--- src/rtl/pipe_hazard_ctrl.sv ---
// Hazard controller for a 5-stage RISC-V pipeline: per-register control codes,
// PC enable, redirect pending across memory wait states, perf counters and timeout.
module pipe_hazard_ctrl #(
  parameter int CNT_W   = 16,
  parameter int TIMEOUT = 64
) (
  input  logic             clk,
  input  logic             rst,
  input  logic [4:0]       id_rs1,
  input  logic [4:0]       id_rs2,
  input  logic             id_use_rs1,
  input  logic             id_use_rs2,
  input  logic [4:0]       ex_rd,
  input  logic             ex_memread,
  input  logic             ex_redirect,
  input  logic             mem_busy,
  output logic             pc_en,
  output logic [1:0]       ifid_ctl,
  output logic [1:0]       idex_ctl,
  output logic [1:0]       exmem_ctl,
  output logic [1:0]       memwb_ctl,
  output logic             redirect_sel,
  output logic [CNT_W-1:0] stall_cnt,
  output logic [CNT_W-1:0] flush_cnt,
  output logic             err_timeout
);

  typedef enum logic [1:0] {RUN, WAIT, RESUME} state_e;

  localparam logic [1:0] CTL_PASS  = 2'b00;
  localparam logic [1:0] CTL_HOLD  = 2'b01;
  localparam logic [1:0] CTL_FLUSH = 2'b11;
  localparam int         BW        = $clog2(TIMEOUT + 1);

  state_e           state_q, state_d;
  logic             pend_redir_q, pend_redir_d;
  logic [BW-1:0]    busy_cnt_q;
  logic [CNT_W-1:0] stall_cnt_q, flush_cnt_q;
  logic             err_timeout_q;
  logic             flush_inc;
  logic             load_use;

  assign load_use = ex_memread && (ex_rd != 5'd0) &&
                    ((id_use_rs1 && (id_rs1 == ex_rd)) ||
                     (id_use_rs2 && (id_rs2 == ex_rd)));

  // NOTE: every output and next-state signal gets a default before any branch,
  // so no path through this block can leave a value unassigned (no latches).
  always_comb begin
    state_d      = state_q;
    pend_redir_d = pend_redir_q;
    flush_inc    = 1'b0;
    pc_en        = 1'b1;
    redirect_sel = 1'b0;
    ifid_ctl     = CTL_PASS;
    idex_ctl     = CTL_PASS;
    exmem_ctl    = CTL_PASS;
    memwb_ctl    = CTL_PASS;

    if (rst) begin
      pc_en     = 1'b0;
      ifid_ctl  = CTL_FLUSH;
      idex_ctl  = CTL_FLUSH;
      exmem_ctl = CTL_FLUSH;
      memwb_ctl = CTL_FLUSH;
    end else if (mem_busy) begin
      // Freeze everything upstream of MEM; WB receives bubbles until memory completes.
      pc_en     = 1'b0;
      ifid_ctl  = CTL_HOLD;
      idex_ctl  = CTL_HOLD;
      exmem_ctl = CTL_HOLD;
      memwb_ctl = CTL_FLUSH;
      state_d   = WAIT;
      if (state_q == RUN && ex_redirect) pend_redir_d = 1'b1;
    end else begin
      unique case (state_q)
        RUN: begin
          if (ex_redirect) begin
            ifid_ctl  = CTL_FLUSH;
            idex_ctl  = CTL_FLUSH;
            flush_inc = 1'b1;
          end else if (load_use) begin
            pc_en    = 1'b0;
            ifid_ctl = CTL_HOLD;
            idex_ctl = CTL_FLUSH;
          end
        end
        WAIT: begin
          // EX was frozen, so any redirect from it is already in pend_redir_q.
          if (load_use) begin
            pc_en    = 1'b0;
            ifid_ctl = CTL_HOLD;
            idex_ctl = CTL_FLUSH;
          end
          state_d = pend_redir_q ? RESUME : RUN;
        end
        RESUME: begin
          redirect_sel = 1'b1;
          ifid_ctl     = CTL_FLUSH;
          idex_ctl     = CTL_FLUSH;
          pend_redir_d = 1'b0;
          flush_inc    = 1'b1;
          state_d      = RUN;
        end
        default: state_d = RUN;
      endcase
    end
  end

  // NOTE: state registers use non-blocking assignments so every flop samples
  // the pre-edge values regardless of statement order.
  always_ff @(posedge clk) begin
    if (rst) begin
      state_q       <= RUN;
      pend_redir_q  <= 1'b0;
      busy_cnt_q    <= '0;
      stall_cnt_q   <= '0;
      flush_cnt_q   <= '0;
      err_timeout_q <= 1'b0;
    end else begin
      state_q      <= state_d;
      pend_redir_q <= pend_redir_d;
      if (!mem_busy)               busy_cnt_q <= '0;
      else if (busy_cnt_q != '1)   busy_cnt_q <= busy_cnt_q + 1'b1;
      if (mem_busy && busy_cnt_q == BW'(TIMEOUT - 1)) err_timeout_q <= 1'b1;
      if (!pc_en && stall_cnt_q != '1) stall_cnt_q <= stall_cnt_q + 1'b1;
      if (flush_inc && flush_cnt_q != '1) flush_cnt_q <= flush_cnt_q + 1'b1;
    end
  end

  assign stall_cnt   = stall_cnt_q;
  assign flush_cnt   = flush_cnt_q;
  assign err_timeout = err_timeout_q;

endmodule
--- config.mk ---
export PLATFORM = sky130hd
export DESIGN_NAME = pipe_hazard_ctrl
export DESIGN_NICKNAME = d
export VERILOG_FILES = /design/src/rtl/pipe_hazard_ctrl.sv
export SDC_FILE = /design/constraint.sdc
export NUM_CORES = 1
export LEC_CHECK = 0
export BUFFER_PORTS_ARGS = -buffer_cell sky130_fd_sc_hd__buf_2
export CAP_MARGIN = 15
export CORE_ASPECT_RATIO = 1.75
export CORE_UTILIZATION = 54
export CTS_BUF_LIST = sky130_fd_sc_hd__clkbuf_4 sky130_fd_sc_hd__clkbuf_8
export CTS_CLUSTER_DIAMETER = 100
export CTS_CLUSTER_SIZE = 28
export DETAILED_ROUTE_END_ITERATION = 8
export PLACE_DENSITY_LB_ADDON = 0.25
export SYNTH_ARGS = -nofsm -noshare
export SYNTH_HDL_FRONTEND = slang
export SYNTH_SLANG_ARGS = --single-unit
--- constraint.sdc ---
create_clock -name clk -period 2.2 [get_ports clk]
set_input_delay 0.22 -clock clk [delete_from_list [all_inputs] [get_ports clk]]
set_output_delay 0.22 -clock clk [all_outputs]
set_load 0.05 [all_outputs]
==> results.md, run 1 <==
- Clock Sinks: 43
- CP max FO: 26
- Crit path kind: flip-flop to flip-flop
- Initial antenna violation count: 0
- Worst Path Required: 2380 ps
- Worst slew margin: 74.1%
- CP most frequent cell: and3_1
- Vias post-DR: 2143
- Post-placement cell area: 2570 um^2
- Share of layout cells above drive strength 1: 26.9%
- Distinct cells, synth: 43
- EDFF count, synth: 0
- Slowest cell on crit path: mux2_2
- Avg WL per Cell: 13.0 um
- Hold buffer count at CTS: 0
- Post-synthesis sequential area ratio: 38.3%
- Worst-path clk slew: 80 ps
- Grt total ovfl: 0
- Core area: 3940 um^2
- PwrDens: 556 nW/um^2
- Worst slew pin tran: 385 ps
- Synth warn: 0
- Status: complete, no violations
- DP Cell Count: 367
- Drc violations: 0
- Crit path cell chain: ha_1 > and3_1 > and3_1 > and3_4 > nor4b_1 > mux2_2
- CTS tree: built
- RSZ-0062 raised after global routing: false
- Storage cell area: 862 um^2
- Vias in the first global route: 1985
- Avg Inst Size Synth: 8.45 um^2
- Synth Flop Type: dfxtp_1
- Area grow syn2layout: 18.4%
- Total CTS buffers: 5
- Nets: 351
- Root Buffer: clkbuf_8
- DR pass1 iterations: 4
- Post-Syn Nets: 291
- Mapped Cells: 266
- Clock Latency Late Sink: 290 ps
- Routability congestion estimate: 0.793
- Max Slew Vio Count: 0
- Worst Setup Start Kind: flip-flop
- Hold Path Class: input port to flip-flop
- GR Layer Usage met3: 5.06%
- DRT antenna net count: 0
- Max-Cap Viols: 0
- Pin count of the biggest net entering global routing: 40
- I/O pins: 65
- Global-route wire length before repair: 8080 um
- CTS max path bufs: 2
- Pleak: 1.08 nW
- Post-cts resize count: 0
- Slowest stage delay, CP: 370 ps
- Port Buf Inserts: 64
- Fin Setup TNS: 0 ps
- Peak VDD IR: 0.000488 V
- Endpoints failing hold: 0
- Die area: 4430 um^2
- GR peak layer: met2
- GRT Resource Usage Total: 23.4%
- Met2 Use GR: 43.6%
- Area of the mapped netlist: 2250 um^2
- Setup-failing EPs final: 0
- Setup Fix Bufs, Post-CTS: 0
- Initial core utilization: 57.0%
- M1 GR Usage: 24.0%
- Final Skew: 6.62 ps
- Multi-input combinational cell area: 1260 um^2
- Standard-cell rows: 30
- N_diodes: 0
- Crit end category: flip-flop
- Htree depth: 2
- Asr flop ratio synth: 0%
- Minimum clock period: 1990 ps
- DIE HEIGHT: 87.3 um
- Final Cell Area: 2660 um^2
- Vias/cell: 5.71
- Seq cells post-synth: 43
- Drt first-iter violations: 34
- Fill cells: 360
- Post-Route WL: 4880 um
- Final Util: 67.5%
- Die X: 50.8 um
- Arrival @ worst endpoint: 2180 ps
- Dpl hpwl: 3570 um
- Layout Cells excl Fill: 375
- Max Fclk: 501 MHz
- Crit share post-route: 90.6%
## registers in the layout, indices dropped and copies added (netlist names)
| name | cells |
|---|---|
| stall_cnt | 16 |
| busy_cnt_q | 7 |
| state_q | 2 |
| flush_cnt | 16 |
| pend_redir_q | 1 |
| err_timeout | 1 |
## area by class of cell
class | instances | area share, %
inverters | 6 | 0.847
repair buffers | 69 | 13.9
multi-input cells | 201 | 47.2
flip-flops and latches | 43 | 32.4
well taps | 48 | 2.26
clock inverters | 1 | 0.188
clock buffers | 7 | 3.15
## layout by cell type, fill, tap and decap left out, drive strengths merged, types with 2 or more instances in the layout
cell type  netlist  layout
nand2           21      21
o41ai            3       3
mux2             3       3
and4             3       3
a21oi           16      16
nand3           14      14
o31ai            8       8
ha               3       3
buf             12      69
xnor2           15      15
dfxtp           43      43
nor2b            4       4
nand2b           4       4
nor2            33      33
and3            10      10
or3              3       3
nor3             3       3
or2              2       2
o21ai            9       9
a31oi            2       2
nor4             2       2
nand4           11      11
clkbuf           4       7
inv              6       6
o311ai           3       3
xor2            11      11
or4             10      10
## worst paths after layout
path                                 endpoint    startpoint  slack, ps  depth (start not counted)
worst min register to register     state_q[1]  pend_redir_q        450                          2
worst max-delay path            stall_cnt[11]  stall_cnt[0]        210                          6
worst max register to register  stall_cnt[11]  stall_cnt[0]        210                          6
worst min-delay path             pend_redir_q      mem_busy        250                          3
## power by group
part	switching (mW)	leakage [nW]	internal, mW
Sequential	0.00968	0.348	0.788
Clock	0.254	0.0491	0.248
Combinational	0.119	0.687	0.0614
Total	0.382	1.08	1.10
## stage by stage
step | total power, mW | hold WS [ps] | worst slack, ps
2_1_floorplan | 0.947 | 377 | 20.6
3_3_place_gp | 0.994 | 439 | 226
3_5_place_dp | 0.997 | 442 | 130
4_1_cts | 1.50 | 239 | 191
5_1_grt | 1.55 | 274 | 51.9
6_report | 1.48 | 252 | 206
## worst max-delay path, delay by kind of cell, from the launching register on
family	cells	cell delay, ps
adders and majority gates	1	210
DFF	1	340
and+or+nand+nor	4	970
muxes	1	370
## synthesized netlist by cell type (all sizes together), types with 8 or more instances
| master | count | area [um^2] |
|---|---|---|
| and3 | 10 | 77.6 |
| or4 | 10 | 75.1 |
| nand2 | 21 | 78.8 |
| o31ai | 8 | 60.1 |
| xor2 | 11 | 96.3 |
| o21ai | 9 | 45.0 |
| buf | 12 | 92.6 |
| nor2 | 33 | 126 |
| dfxtp | 43 | 861 |
| nand3 | 14 | 70.1 |
| a21oi | 16 | 80.1 |
| xnor2 | 15 | 131 |
| nand4 | 11 | 68.8 |
## cell families (layout without fill, tap and decap cells)
family | after synthesis | after routing | synth area share, %
AND/OR/NAND/NOR | 122 | 122 | 28.9
AO/OA/AOI/OAI | 46 | 46 | 13.3
flip-flops | 43 | 43 | 38.3
XOR/XNOR | 26 | 26 | 10.1
buffers and inverters | 22 | 83 | 5.79
multiplexers | 4 | 4 | 1.95
adder cells (fa/ha/maj) | 3 | 3 | 1.67
## layer usage
layer | wire (um) | part of all wire (%)
met1 | 1960 | 40
met2 | 2630 | 54
met3 | 191 | 3.9
met4 | 91 | 1.9
met5 | 0 | 0
Note: power is estimated with default switching activity, not from simulation.
==> run 2: changes to the inputs <==
--- a/config.mk
+++ b/config.mk
@@ -8,7 +8,7 @@
 export BUFFER_PORTS_ARGS = -buffer_cell sky130_fd_sc_hd__buf_2
 export CAP_MARGIN = 15
 export CORE_ASPECT_RATIO = 1.75
-export CORE_UTILIZATION = 54
+export CORE_UTILIZATION = 58
 export CTS_BUF_LIST = sky130_fd_sc_hd__clkbuf_4 sky130_fd_sc_hd__clkbuf_8
 export CTS_CLUSTER_DIAMETER = 100
 export CTS_CLUSTER_SIZE = 28
==> constraint.sdc (replaced) <==
create_clock -name clk -period 2.49 [get_ports clk]
set_input_delay 0.249 -clock clk [delete_from_list [all_inputs] [get_ports clk]]
set_output_delay 0.249 -clock clk [all_outputs]
set_load 0.05 [all_outputs]
==> run 2 against run 1 <==
  * Clock skew grew 1.1 ps
  * Worst setup slack better by 150 ps
  * Power shrank 12%
  * Combinational power decreased by 11%
  * Largest cell class unchanged
  * Non-clock buffer count decreased by 2
  * Design area decreased by 1.4%
  * Sequential power down 12%
  * Critical path depth up 1
==> results.md, run 2 (synthesis gave the netlist of run 1 again) <==
- Multi-input combinational cell area: 1260 um^2 (unchanged)
- Htree depth: 2 (unchanged)
- Vias in the first global route: 2168 (+9.2%)
- Nets: 349 (-0.57%)
- Worst Path Required: 2240 ps (-140 ps)
- Vias/cell: 5.83 (+2.0%)
- Endpoints failing hold: 0 (unchanged)
- Root Buffer: clkbuf_8
- Worst slew pin tran: 401 ps (+16.2 ps)
- Initial antenna violation count: 0 (unchanged)
- RSZ-0062 raised after global routing: false
- Post-cts resize count: 0 (unchanged)
- Crit end category: output port
- Standard-cell rows: 29 (-3.3%)
- Dpl hpwl: 3730 um (+4.5%)
- Worst-path clk slew: 70 ps (about the same)
- Worst slew margin: 73.2% (-0.85 points)
- Initial core utilization: 61.3% (+4.3 points)
- Most frequent cells in the layout: buf_2 (64), dfxtp_1 (43), nor2_1 (32), nand2_1 (21), a21oi_1 (16)
- Max Slew Vio Count: 0 (unchanged)
- CTS tree: built
- Slowest cell on crit path: or4_1
- Clock Sinks: 43 (unchanged)
- PwrDens: 494 nW/um^2 (-11%)
- Max Fclk: 468 MHz
- CP most frequent cell: buf_2
- Post-Route WL: 5100 um (+4.6%)
- Routability congestion estimate: 0.824 (+3.9%)
- Share of layout cells above drive strength 1: 26.2% (-0.76 points)
- Most common cell after layout, fill and taps aside: buf_2
- Minimum clock period: 2140 ps
- DR pass1 iterations: 4 (unchanged)
- Setup Fix Bufs, Post-CTS: 0 (unchanged)
- Fill cells: 325 (-9.7%)
- Setup-failing EPs final: 0 (unchanged)
- Global-route wire length before repair: 8890 um (+10%)
- Pin count of the biggest net entering global routing: 40 (unchanged)
- Overall power: 1.30 mW (-12%)
- Drt first-iter violations: 44 (+29%)
- Arrival @ worst endpoint: 1890 ps (-290 ps)
- Area grow syn2layout: 16.8%
- Slowest stage delay, CP: 530 ps (+160 ps)
- Grt total ovfl: 0 (unchanged)
- Crit path cell chain: buf_2 > or4_1 > o21ai_1 > inv_1 > a31oi_2 > buf_4 > buf_2
- Drc violations: 0 (unchanged)
- Peak VDD IR: 0.000412 V (-16%)
- Avg WL per Cell: 13.7 um (+5.7%)
- Core area: 3660 um^2 (-7.0%)
- Max-Cap Viols: 0 (unchanged)
- Fin Setup TNS: 0 ps (unchanged)
- Fin Hold WS: 314 ps (+62.0 ps)
- Storage cell area: 861 um^2 (-0.15%)
- Die X: 49.1 um (-3.4%)
- Port Buf Inserts: 64 (unchanged)
- Pleak: 1.07 nW (-1.5%)
- Die area: 4140 um^2 (-6.7%)
- Crit path kind: input port to output port
- GRT Resource Usage Total: 27.5% (+4.1 points)
- Final Skew: 7.76 ps (+1.14 ps)
- DIE HEIGHT: 84.3 um (-3.4%)
- Worst Setup Start Kind: input port
- I/O pins: 65 (unchanged)
- DRT antenna net count: 0 (unchanged)
- Crit share post-route: 85.9%
- Clock Latency Late Sink: 300 ps (about the same)
- Status: complete, no violations
- Hold Path Class: input port to flip-flop
- CP max FO: 30 (+15%)
- Hold buffer count at CTS: 0 (unchanged)
- Total CTS buffers: 5 (unchanged)
- Vias post-DR: 2163 (+0.93%)
- CTS max path bufs: 2 (unchanged)
- N_diodes: 0 (unchanged)
==> run 2: changes by cell type in the layout (fill, tap and decap cells not counted), sizes merged <==
cell,change
buf,-2
clkbuf,-2
clkinv,+2
==> run 2: path summary, 6_finish.rpt <==
| check | cells past startpoint | end | from | slack (ps) |
|---|---|---|---|---|
| hold / removal | 3 | err_timeout | mem_busy | 310 |
| setup reg to reg | 6 | stall_cnt[11] | stall_cnt[0] | 430 |
| hold reg to reg | 2 | state_q[1] | pend_redir_q | 450 |
| setup / recovery | 7 | pc_en | ex_rd[1] | 350 |
==> run 2: worst max-delay path, delay by kind of cell <==
kind                   cells  cell delay [ps]
buffers and inverters      4              810
AO/OA/AOI/OAI              2              300
AND/OR/NAND/NOR            1              530
==> run 2: power breakdown <==
part           switching [mW]  internal [mW]
Sequential            0.00878          0.696
Clock                   0.239          0.192
Combinational           0.108         0.0519
Total                   0.356          0.940
==> run 2: per-stage QoR <==
step | instances | setup slack (ps) | area [um^2] | utilization, %
5_1_grt | 371 | 266 | 2620 | 71.6
3_3_place_gp | 363 | 404 | 2540 | 69.3
3_5_place_dp | 363 | 283 | 2540 | 69.3
4_1_cts | 371 | 357 | 2620 | 71.6
6_report | 371 | 352 | 2620 | 71.6
2_1_floorplan | 266 | 280 | 2250 | -
==> run 2: layer usage <==
metal	wire [um]	up-vias	track usage (%)
met5	0	-	0
met4	163	0	17.6
met3	229	18	5.80
met2	2760	68	52.0
met1	1950	1010	25.6
li1	-	1067	-
==> run 2: area by class of cell <==
type	instances	area share, %
Sequential cell	43	32.8
Tap cell	46	2.19
Clock inverter	3	0.572
Timing Repair Buffer	67	13.1
Inverter	6	0.858
Clock buffer	5	2.62
Multi-Input combinational cell	201	47.9
==> run 3: changes to the inputs <==
--- a/config.mk
+++ b/config.mk
@@ -5,10 +5,11 @@
 export SDC_FILE = /design/constraint.sdc
 export NUM_CORES = 1
 export LEC_CHECK = 0
+export ABC_AREA = 1
 export BUFFER_PORTS_ARGS = -buffer_cell sky130_fd_sc_hd__buf_2
 export CAP_MARGIN = 15
 export CORE_ASPECT_RATIO = 1.75
-export CORE_UTILIZATION = 58
+export CORE_UTILIZATION = 60
 export CTS_BUF_LIST = sky130_fd_sc_hd__clkbuf_4 sky130_fd_sc_hd__clkbuf_8
 export CTS_CLUSTER_DIAMETER = 100
 export CTS_CLUSTER_SIZE = 28
==> run 3 against run 2 <==
  * Worst setup slack improved by 160 ps
  * Design area increased by 18%
  * Clock skew is 5.5 ps higher
  * Wire length rose by 20%
  * First-iteration DRC count rose by 120%
  * Maximum frequency rose by 8.3%
  * Largest cell class unchanged
  * Critical path depth rose by 2
  * Synthesized cell count increased by 48%
  * Non-clock buffer count decreased by 1
  * Clock-buffer cell count grew 1
  * Synthesized area is 17% higher
==> results.md, run 3 <==
- Fin Setup TNS: 0 ps (unchanged)
- Avg Inst Size Synth: 6.64 um^2 (-21%)
- Crit path cell chain: ha_1 > nand2_2 > nor2_2 > nand2_2 > nor4_4 > nand3_4 > nand2_4 > nand2_1 > a21oi_2
- Drc violations: 0 (unchanged)
- Seq cells post-synth: 43 (unchanged)
- Yosys top cell area share: 32.8% (-5.5 points)
- Die X: 52.0 um (+6.0%)
- Post-cts resize count: 0 (unchanged)
- Post-synth top area cell: dfxtp_1
- Worst reg2reg path depth: 9 (+3)
- Fin worst setup slack: 516 ps (+164 ps)
- Reg-to-reg slack, setup: 520 ps (+90 ps)
- Synth cell count leaders: nand2_1 (101), inv_1 (48), dfxtp_1 (43)
- Port Buf Inserts: 64 (unchanged)
- Slowest cell on crit path: dfxtp_1
- Most common cell in the netlist: nand2_1
- Crit share post-route: 79.3% (-6.6 points)
- CP Launch Point: stall_cnt[0]
- Post-Route WL: 6120 um (+20%)
- Endpoints failing hold: 0 (unchanged)
- Worst Path Required: 2730 ps (+490 ps)
- GRT Resource Usage Total: 28.2% (+0.75 points)
- Vias post-DR: 2706 (+25%)
- Endpoint, Worst Hold: pend_redir_q
- Max Fclk: 506 MHz (+8.3%)
- Drt first-iter violations: 97 (+120%)
- Crit path kind: flip-flop to flip-flop
- WP buf/inv: 0 (-4)
- DIE HEIGHT: 89.5 um (+6.1%)
- Avg WL per Cell: 12.1 um (-12%)
- Global-route wire length before repair: 10100 um (+13%)
- Crit end category: flip-flop
- Clock Sinks: 43 (unchanged)
- Distinct cells, synth: 28 (-35%)
- Initial antenna violation count: 0 (unchanged)
- N_diodes: 0 (unchanged)
- Synth Flop Type: dfxtp_1
- Worst-path clk slew: 90 ps (+20 ps)
- CP max FO: 18 (-40%)
- CP top delay family: simple AND/OR/NAND/NOR gates
- Initial core utilization: 63.2% (+1.9 points)
- Clock Latency Late Sink: 300 ps (about the same)
- Peak VDD IR: 0.000584 V (+42%)
- RSZ-0062 raised after global routing: false
- Reg2reg end: stall_cnt[6]
- Hold Path Class: input port to flip-flop
- Dpl hpwl: 4570 um (+23%)
- Total CTS buffers: 5 (unchanged)
- R2R Path Start: stall_cnt[0]
- CP most frequent cell: nand2_2
- Hold_sp: ex_redirect
- CTS max path bufs: 2 (unchanged)
- Setup Fix Bufs, Post-CTS: 0 (unchanged)
- Worst slew pin tran: 594 ps (+192 ps)
- Core area: 4150 um^2 (+13%)
- Mapped Cells: 395 (+48%)
- Grt total ovfl: 0 (unchanged)
- Setup-failing EPs final: 0 (unchanged)
- Min-Delay Path Depth: 3 (unchanged)
- Area of the mapped netlist: 2620 um^2 (+17%)
- Nets: 481 (+38%)
- PwrDens: 497 nW/um^2 (+0.60%)
- I/O pins: 65 (unchanged)
- Pleak: 1.39 nW (+30%)
- Synth warn: 0 (unchanged)
- Worst Setup Start Kind: flip-flop
- Status: complete, no violations
- Htree depth: 2 (unchanged)
- Area grow syn2layout: 17.7%
- EDFF count, synth: 0 (unchanged)
- Most frequent cells in the layout: nand2_1 (101), buf_2 (64), inv_1 (48), dfxtp_1 (43), nor2_1 (38)
- Share of layout cells above drive strength 1: 21.0% (-5.1 points)
- DRT antenna net count: 0 (unchanged)
- Post-synthesis sequential area ratio: 32.8% (-5.5 points)
- Minimum clock period: 1970 ps (-164 ps)
- Max-Cap Viols: 0 (unchanged)
- Dpl ws: 530 ps (+247 ps)
- Max Slew Vio Count: 0 (unchanged)
- Arrival @ worst endpoint: 2210 ps (+320 ps)
- Die area: 4650 um^2 (+12%)
- Final Skew: 13.2 ps (+5.47 ps)
- Hold buffer count at CTS: 0 (unchanged)
- Largest cells by area after synthesis: dfxtp_1 (33%), nand2_1 (14%), inv_1 (6.9%)
- DR pass1 iterations: 4 (unchanged)
- Root Buffer: clkbuf_8
- Vias/cell: 5.35 (-8.3%)
- Worst slew margin: 60.0% (-13 points)
- Asr flop ratio synth: 0% (unchanged)
- Routability congestion estimate: 0.916 (+11%)
- CTS tree: built
- Slowest stage delay, CP: 400 ps (-130 ps)
- Most common cell after layout, fill and taps aside: nand2_1
- Vias in the first global route: 2461 (+14%)
- Pin count of the biggest net entering global routing: 33 (-18%)
- Post-Syn Nets: 420 (+44%)
- Standard-cell rows: 31 (+6.9%)
run 3: changes by cell type after synthesis, moves of 6 or more:
cell     previous run  this run
nand2_1            21       101
inv_1               6        48
nand3_1            14        34
nor3_1              3        16
a21oi_1            16        26
a21oi_2             0        10
or4_1              10         0
o31ai_1             8         0
and3_1              7         0
nor2_1             32        38
run 3: worst max path at each step:
stage / endpoint / slack (ps) / depth (start not counted)
floorplan: redirect_sel / 210 / 3
global placement: stall_cnt[9] / 580 / 9
detailed placement: stall_cnt[6] / 530 / 9
CTS: stall_cnt[11] / 520 / 9
global route: stall_cnt[12] / 280 / 9
finish: stall_cnt[6] / 520 / 9
run 3: where the power goes:
group / switching, mW / total, mW / internal [mW]
Sequential: 0.00961 / 0.706 / 0.697
Combinational: 0.127 / 0.175 / 0.0483
Clock: 0.241 / 0.653 / 0.412
Total: 0.377 / 1.53 / 1.16
run 3: per-layer routing:
metal  vias up  track usage, %  part of all wire [%]
li1       1392               -                     -
met1      1236            27.5                    39
met2        65            56.8                    55
met3        13            3.91                   4.1
met4         0            10.8                   2.0
met5         -               0                     0
run 3: cells by family (layout without fill, tap and decap cells):
family / after synthesis / after routing / synth area share [%]
DFF: 43 / 43 / 32.8
xor gates and xnor gates: 26 / 26 / 8.68
and+or+nand+nor: 211 / 211 / 36.0
adders and majority gates: 3 / 3 / 1.43
buffers and inverters: 62 / 124 / 9.78
AOI/OAI and AO/OA: 50 / 50 / 11.3
run 3: final cells by class:
class	instances	area, um^2
multi-input combinational	290	1510
fill	335	1060
sequential	43	861
timing repair buffer	66	335
inverter	50	188
clock buffer	6	76.3
tap	49	61.3
clock inverter	2	60.1
run 3: metrics by stage:
stage / cell area, um^2 / total power, mW / hold WS (ps) / util (%) / std cells
2_1_floorplan: 2620 / 0.851 / 416 / - / 395
3_3_place_gp: 2950 / 0.894 / 435 / 71.1 / 498
3_5_place_dp: 2950 / 0.898 / 433 / 71.1 / 498
4_1_cts: 3090 / 1.54 / 291 / 74.4 / 506
5_1_grt: 3090 / 1.58 / 316 / 74.4 / 506
6_report: 3090 / 1.53 / 300 / 74.4 / 506
run 3: tightest hold or removal path: stages:
cell and delay [ps]:
buf_2 110, nand3_1 100, o32ai_1 80
